### src/rtl/game_pkg.sv
// Shared game-level definitions: gameplay state encodings and grid geometry.
package game_pkg;

  typedef enum logic [1:0] {
    GP_IDLE    = 2'b00,
    GP_PLAYING = 2'b01,
    GP_WON     = 2'b10,
    GP_LOST    = 2'b11
  } gameplay_t;

  localparam int V_ACTIVE_DEFAULT = 480;
  localparam int GRID_CELLS       = 20;

  function automatic logic [4:0] popcount(input logic [GRID_CELLS-1:0] v);
    logic [4:0] n;
    n = '0;
    for (int i = 0; i < GRID_CELLS; i++) n = n + 5'(v[i]);
    return n;
  endfunction

endpackage

### src/rtl/frame_divider.sv
// Frame-rate divider: counts ticks and flags the tick on which count >= period, then restarts.
// wrap is combinational from tick so the caller can latch it in the tick cycle.
module frame_divider #(
  parameter int WIDTH = 4
) (
  input  logic             clk,
  input  logic             reset,
  input  logic             tick,
  input  logic             clear,
  input  logic [WIDTH-1:0] period,
  output logic             wrap
);

  logic [WIDTH-1:0] count;

  // >= rather than == so a period that shrinks under the count still wraps at once
  assign wrap = tick && (count >= period);

  always_ff @(posedge clk) begin
    if (reset || clear) begin
      count <= '0;
    end else if (tick) begin
      count <= wrap ? '0 : count + 1'b1;
    end
  end

endmodule

### src/rtl/game_scheduler.sv
// Game-loop sequencer: per-frame tick, gameplay FSM, and ordered blanking-time step strobes.
// Strobes land at T+1..T+3 after the tick; status is evaluated so the new state shows at T+4.
module game_scheduler
  import game_pkg::*;
#(
  parameter int V_ACTIVE       = V_ACTIVE_DEFAULT,
  parameter int BULLET_DIV     = 2,
  parameter int INV_PERIOD_MIN = 4,
  parameter int LOSE_LINE      = 12,
  parameter int RESULT_HOLD    = 120
) (
  input  logic        i_clk_25MHz,
  input  logic        i_reset,
  input  logic [9:0]  i_x,
  input  logic [9:0]  i_y,
  input  logic        i_start,
  input  logic        i_hit,
  input  logic [19:0] i_invaders_array,
  input  logic [3:0]  i_invaders_line,
  output logic [1:0]  o_gameplay,
  output logic        o_restart,
  output logic        o_frame_tick,
  output logic        o_player_en,
  output logic        o_bullet_en,
  output logic        o_invaders_en,
  output logic [7:0]  o_score
);

  gameplay_t  state;
  logic [1:0] phase;
  logic [7:0] hold;
  logic       start_q;
  logic       bul_go, inv_go;
  logic       bul_wrap, inv_wrap;
  logic       tick_hit, start_rise, playing, div_tick, div_clear;
  logic [4:0] inv_period;

  assign tick_hit   = (i_x == 10'd0) && (i_y == 10'(V_ACTIVE));
  assign start_rise = i_start && !start_q;
  assign playing    = (state == GP_PLAYING);
  assign div_tick   = o_frame_tick && playing;
  assign div_clear  = (state == GP_IDLE) && start_rise;
  assign inv_period = 5'(INV_PERIOD_MIN) + popcount(i_invaders_array);
  assign o_gameplay = state;

  frame_divider #(.WIDTH(4)) u_bullet_div (
    .clk    (i_clk_25MHz),
    .reset  (i_reset),
    .tick   (div_tick),
    .clear  (div_clear),
    .period (4'(BULLET_DIV - 1)),
    .wrap   (bul_wrap)
  );

  frame_divider #(.WIDTH(5)) u_invader_div (
    .clk    (i_clk_25MHz),
    .reset  (i_reset),
    .tick   (div_tick),
    .clear  (div_clear),
    .period (inv_period),
    .wrap   (inv_wrap)
  );

  always_ff @(posedge i_clk_25MHz) begin
    if (i_reset) begin
      state         <= GP_IDLE;
      phase         <= 2'd0;
      hold          <= 8'd0;
      start_q       <= i_start;
      bul_go        <= 1'b0;
      inv_go        <= 1'b0;
      o_restart     <= 1'b0;
      o_frame_tick  <= 1'b0;
      o_player_en   <= 1'b0;
      o_bullet_en   <= 1'b0;
      o_invaders_en <= 1'b0;
      o_score       <= 8'd0;
    end else begin
      start_q       <= i_start;
      o_frame_tick  <= tick_hit;
      o_restart     <= 1'b0;
      o_player_en   <= 1'b0;
      o_bullet_en   <= 1'b0;
      o_invaders_en <= 1'b0;

      // a hit coinciding with the restart pulse is lost to the clear
      if (playing && i_hit && !o_restart && (o_score != 8'hFF)) o_score <= o_score + 8'd1;

      case (state)
        GP_IDLE: begin
          if (start_rise) begin
            state     <= GP_PLAYING;
            o_restart <= 1'b1;
            o_score   <= 8'd0;
            phase     <= 2'd0;
          end
        end
        GP_PLAYING: begin
          case (phase)
            2'd0: begin
              if (o_frame_tick) begin
                phase       <= 2'd1;
                o_player_en <= 1'b1;
                bul_go      <= bul_wrap;
                inv_go      <= inv_wrap;
              end
            end
            2'd1: begin
              phase       <= 2'd2;
              o_bullet_en <= bul_go;
            end
            2'd2: begin
              phase         <= 2'd3;
              o_invaders_en <= inv_go;
            end
            default: begin
              phase <= 2'd0;
              hold  <= 8'd0;
              if (i_invaders_array == '0)                 state <= GP_WON;
              else if (i_invaders_line >= 4'(LOSE_LINE))  state <= GP_LOST;
            end
          endcase
        end
        default: begin
          if (o_frame_tick) begin
            if (hold == 8'(RESULT_HOLD - 1)) state <= GP_IDLE;
            else                             hold  <= hold + 8'd1;
          end
        end
      endcase
    end
  end

endmodule

### config.mk
export PLATFORM = sky130hd
export DESIGN_NAME = game_scheduler
export DESIGN_NICKNAME = d
export VERILOG_FILES = /design/src/rtl/game_pkg.sv /design/src/rtl/frame_divider.sv /design/src/rtl/game_scheduler.sv
export SDC_FILE = /design/constraint.sdc
export NUM_CORES = 1
export LEC_CHECK = 0
export ABC_AREA = 1
export ABC_CLOCK_PERIOD_IN_PS = 5500
export BUFFER_PORTS_ARGS = -buffer_cell sky130_fd_sc_hd__buf_2
export CAP_MARGIN = 20
export CORE_ASPECT_RATIO = 1.1
export CORE_UTILIZATION = 51
export CTS_BUF_LIST = sky130_fd_sc_hd__clkbuf_2
export DETAILED_ROUTE_END_ITERATION = 10
export PLACE_DENSITY = 0.79
export REMOVE_ABC_BUFFERS = 1
export SLEW_MARGIN = 20
export SYNTH_ARGS = -nofsm -noshare
export SYNTH_HDL_FRONTEND = slang
export SYNTH_HIERARCHICAL = 1
export SYNTH_SLANG_ARGS = --single-unit
### constraint.sdc
create_clock -name i_clk_25MHz -period 5.5 [get_ports i_clk_25MHz]
set_input_delay 1.1 -clock i_clk_25MHz [delete_from_list [all_inputs] [get_ports i_clk_25MHz]]
set_output_delay 1.1 -clock i_clk_25MHz [all_outputs]
set_load 0.005 [all_outputs]
* After elaboration in Yosys (flattened, before gate mapping)
Cells that the tools add are included. Widths: inputs -> output; s select.
Word-level totals: flip-flop bits (word level) 37, input port bits 48, word-level logic and storage cells 108, output and inout port bits 15
Operators by class: eq/ne operators 11, magnitude comparators 3, $add $sub $neg 24, mux-type cells 22, bitwise operators 5, reductions and logical operators 29
Operators by type and width (number):
- $add 5x1->5 | 15
- $mux 8 | 6
- $logic_not 20->1 | 1
- $add 8x1->8 const B | 2
- $mux 2 | 8
- $pmux 8 s2 | 1
- $reduce_or 3->1 | 4
- $eq 10x9->1 const B | 1
- $logic_not 10->1 | 1
- $logic_and 1x1->1 | 9
- $eq 8x7->1 const B | 1
- $ne 8x8->1 const B | 1
- $pmux 2 s2 | 2
- $ne 2x2->1 const B | 3
- $pmux 2 s3 | 1
- $reduce_and 3->1 | 2
- $reduce_bool 3->1 | 2
- $add 3x5->5 const A | 1
- $add 4x1->5 | 1
- $add 5x1->5 const B | 1
- $ge 5x5->1 | 1
- $mux 5 | 1
- $not 1->1 | 5
- $reduce_and 5->1 | 1
- 18 further kinds | 23

* Longest topological paths before layout
depth in word-level cells 23, gate-level depth with buffers 21, depth with buffers taken out 21

* Modules after synthesis
Netlist, hierarchy kept.
By module, submodules not included:
- game_scheduler | cells each 297, seq. area each 560.5 um2, instances 1, area each 2108.3 um2
- frame_divider (u_invader_div) | cells each 56, seq. area each 100.1 um2, instances 1, area each 434.2 um2
- frame_divider (u_bullet_div) | cells each 46, seq. area each 80.1 um2, instances 1, area each 316.6 um2

* Least setup slack after synthesis
OpenSTA, ideal clock, no wires.
kind in2reg, start point input port i_invaders_array[5], end point register inv_go, arrival 5.348 ns, path slack 0.031 ns, data required time 5.380 ns, setup time 0.120 ns, path buffers 0, stages 20, cells stage by stage inv_1 fa_1 inv_1 fa_1 fa_1 fa_1 inv_1 fa_1 inv_1 ha_1 fa_1 xor2_1 inv_1 ha_1 nand2_1 nand2_1 a21oi_2 a21oi_4 nor3_1 a21oi_1
Between the ends: longest elaborated chain between the ends 18
RTL lines:
- start: declaration | RTL line game_scheduler.sv:18 | input logic [19:0] i_invaders_array,
- $add 5x1->5 (15 in series) | RTL line game_pkg.sv:17 | for (int i = 0; i < GRID_CELLS; i++) n = n + 5'(v[i]);
- $add 3x5->5 | RTL line game_scheduler.sv:43 | assign inv_period = 5'(INV_PERIOD_MIN) + popcount(i_invaders_array);
- via inv_period[2] | RTL line game_scheduler.sv:36 | logic [4:0] inv_period;
- $ge 5x5->1 | RTL line frame_divider.sv:17 | assign wrap = tick && (count >= period);
- $logic_and 1x1->1 | RTL line frame_divider.sv:17
- via inv_wrap | RTL line game_scheduler.sv:34 | logic bul_wrap, inv_wrap;
- end signal: assignment | RTL line game_scheduler.sv:105 | inv_go <= inv_wrap;
- end: declaration | RTL line game_scheduler.sv:33 | logic bul_go, inv_go;
The timed path passes the listed nets, and every way through them passes these cells. A chain may end at the register's enable or synchronous reset.

* Worst setup path after layout
start point input port i_invaders_array[11], end point register inv_go
Between the ends: longest elaborated chain between the ends 12
RTL lines (RTL line):
- $add 5x1->5 (9 in series) | game_pkg.sv:17
- $add 3x5->5 | game_scheduler.sv:43
- via inv_period[2] | game_scheduler.sv:36
- $ge 5x5->1 | frame_divider.sv:17
- $logic_and 1x1->1 | frame_divider.sv:17
- via inv_wrap | game_scheduler.sv:34
The timed path passes the listed nets, and every way through them passes these cells.

==> run_results.csv <==
group,metric,value,unit
outcome,status,"complete, no violations",
detailed_routing,routed_wl,5600,microns
hold_path,hold_path_class,"reg -> reg",
final_layout,regArea,741,sq um
timing,slew_viol_final,0,
logic_synthesis,synth_edf_count,0,
grt,grt_max_degree,14,
detailed_routing,final_antenna_net_count,0,
timing,fin_skew,0.0274,ns
logic_synthesis,synth_ff_type,"dfxtp_1",
logic_synthesis,async_flop_share,0,%
grt,use_met2,40.2,%
timing,hold_violations,0,
die,die_h,80.5,microns
logic_synthesis,synthDistinctLibCells,40,
timing,finalWorstSetupSlack,0.173,ns
grt,grt_pass1_wl,9960,microns
grt,grt_pass1_vias,2511,
final_layout,fin_area,3370,sq um
worst_setup_path,cp.required,5.78,ns
power_and_ir_drop,total_leakage_power,1.67,nW
timing,period_minus_slack,5.33,ns
clocking,h-tree-depth,2,
timing,fin_crit_sh,96.9,%
worst_setup_path,crit_start,"i_invaders_array[11]",
detailed_routing,drt-pass1-iter-count,4,
detailed_routing,drtIter0Drc,78,
die,rows,28,
timing,hold_ws,0.454,ns
logic_synthesis,syn_area,2860,sq um
logic_synthesis,yosysMostFrequentCell,"nand2_1",
placement,dp_slack,-0.316,ns
final_layout,antenna_cells,0,
power_and_ir_drop,p_sw,0.507,mW
placement,dp_hpwl,4650,microns
die,coreArea,5400,sq um
placement,place_congestion,0.822,
grt,antenna_found_initial,0,
grt,overflow,0,
placement,portBuffers,60,
worst_setup_path,r2r_start,"o_gameplay[0]$_SDFFE_PP0P_",
logic_synthesis,synth_area_leaders,"dfxtp_1 (26%), ha_1 (11%), nand2_1 (11%)",
hold_path,min-delay-start,"bul_go$_SDFFE_PP0P_",
worst_setup_path,cp-end-kind,"flop",
logic_synthesis,yosysSeqAreaShare,25.9,%
placement,place_area,3320,sq um
worst_setup_path,cp_slowest_cell,"fa_1",
logic_synthesis,syn_inst,399,
die,die_width,73.4,microns
power_and_ir_drop,pwr-share-clk,10.8,%
run,maxCapViolations,0,
power_and_ir_drop,ir_drop,0.000195,V
grt,met1_usage,23.8,%
clocking,cts_sinks,37,
placement,placed_cells,544,
timing,slew_headroom,47.7,%
power_and_ir_drop,netSwitchingFraction,45.4,%
timing,fin_setup_tns,0,ns
worst_setup_path,critical_path.max_stage_delay,0.52,ns
final_layout,nFillCells,515,
detailed_routing,drc_errors,0,
worst_setup_path,path_cells,"buf_2 > fa_1 > inv_1 > fa_1 > inv_1 > fa_1 > fa_1 > inv_1 > fa_1 > inv_1 > ha_2 > fa_2 > xor2_1 > inv_1 > ha_1 > nand2_1 > nand2_1 > a21oi_2 > a21oi_4 > nor3_2 > a21oi_1",
detailed_routing,wl_per_cell,10.1,microns
clocking,cts_tree,"built",
timing,setup_viol,0,
die,start_util,53.0,%
worst_setup_path,path_class,"in -> reg",
detailed_routing,route.vias.total,2621,
worst_setup_path,critPathLaunchType,"input pin",
logic_synthesis,synth_commonest_cells,"nand2_1 (81), inv_1 (73), nor2_1 (55)",
logic_synthesis,synth_top_area_share,25.9,%
clocking,clock_latency,0.39,ns
die,die-area,5910,sq um
final_layout,fin_util,62.5,%
final_layout,nets,562,
power_and_ir_drop,power_frac_seq,27.4,%
timing,fmax,188,MHz
detailed_routing,avgViaCountPerCell,4.75,
logic_synthesis,synth.avg_cell_area,7.17,sq um
worst_setup_path,arrival,5.61,ns
clocking,clkTransAtPathRegs,0.20,ns
grt,grt_util_all_layers,21.0,%
grt,grt_busiest_layer,"met2",
logic_synthesis,yosys.area.top_type,"dfxtp_1",
power_and_ir_drop,comb_power_share,61.8,%
final_layout,area_delta_synth_final,17.9,%
final_layout,multi_input_area,1820,sq um
clocking,cts_root_buffer,"clkbuf_2",
logic_synthesis,synth_seq_cells,37,
die,io_pins,63,
timing,rsz0062_at_grt,"false",
power_and_ir_drop,finalPower,1.12,mW
final_layout,finalNonFillerCells,552,
power_and_ir_drop,pwr_density_cell,332,nW/um^2
grt,grtUsageMet3,3.76,%
worst_setup_path,critPathMaxFanout,2,
power_and_ir_drop,p_int,0.611,mW
logic_synthesis,yosys_warnings,6,
final_layout,drive_above_1_share,23.7,%
clocking,clock_path_buffers,2,
timing,worst_pin_slew,0.782,ns
clocking,cts_hold_repair.buffers,0,
clocking,numCtsBuffers,5,
-- state kept, by name (all words and copies together), names as in the netlist, 2 cells and up --
name                 count
phase                    2
u_invader_div/count      5
o_score                  8
o_gameplay               2
u_bullet_div/count       4
hold                     8
-- layout make-up --
type / count / area share [%]
clock inverters: 2 / 0.297
inverters: 79 / 8.87
flip-flops and latches: 37 / 22.0
multi-input cells: 283 / 54.0
repair buffers: 70 / 11.1
well taps: 75 / 2.78
clock buffers: 6 / 0.891
-- path summary, 6_finish.rpt --
path	cells past startpoint	endpoint	slack, ns
worst max-delay path	21	inv_go$_SDFFE_PP0P_	0.17
worst min-delay path	2	o_bullet_en$_SDFF_PP0_	0.45
worst max register to register	8	u_invader_div/count[1]$_SDFFE_PP0P_	3.10
worst min register to register	2	o_bullet_en$_SDFF_PP0_	0.45
-- kinds of logic (layout without fill, tap and decap cells) --
family | after synthesis | count (layout) | share of synthesized area (%)
xor+xnor | 8 | 8 | 2.45
compound gates | 41 | 41 | 9.02
fa+ha+maj | 38 | 38 | 20.0
flops | 37 | 37 | 25.9
buf+inv | 81 | 157 | 11.0
other cells | 2 | 4 | 0.263
simple gates | 192 | 192 | 31.3
-- what timing repair did --
item / CTS / global route
resized for setup: 0 / 3
endpoints found under the setup margin: 0 / 3
buffers inserted: 0 / 0
-- placed cells by master, fill, tap and decap left out, drive strengths merged, types with 4 or more instances in the layout --
cell    instances
nand2          90
inv            78
buf            70
nor2           64
dfxtp          37
ha             25
a21oi          24
nand3          14
fa             13
o21ai          11
nor3            9
clkbuf          6
xor2            5
nand3b          5
nand4           4
conb            4
-- layer usage --
metal  vias up  routed length [microns]
li1       1386                        -
met1      1184                     2500
met2        47                     2900
met3         4                      157
met4         0                       40
met5         -                        0
-- power by group through the flow --
stage	clock, mW	combinational, mW	sequential [mW]
after floorplan	0	0.474	0.309
after global placement	0	0.654	0.311
after detailed placement	0	0.691	0.312
after CTS	0.125	0.696	0.306
after global routing	0.135	0.801	0.309
final	0.121	0.691	0.306
-- critical path, delay by kind of cell --
family                   cells  cell delay [ns]
AO/OA/AOI/OAI                3             0.34
XOR/XNOR                     1             0.18
adder cells (fa/ha/maj)      8             3.32
buffers and inverters        6             0.37
AND/OR/NAND/NOR              3             0.30
No activity file was read; power rests on OpenSTA's default activity.
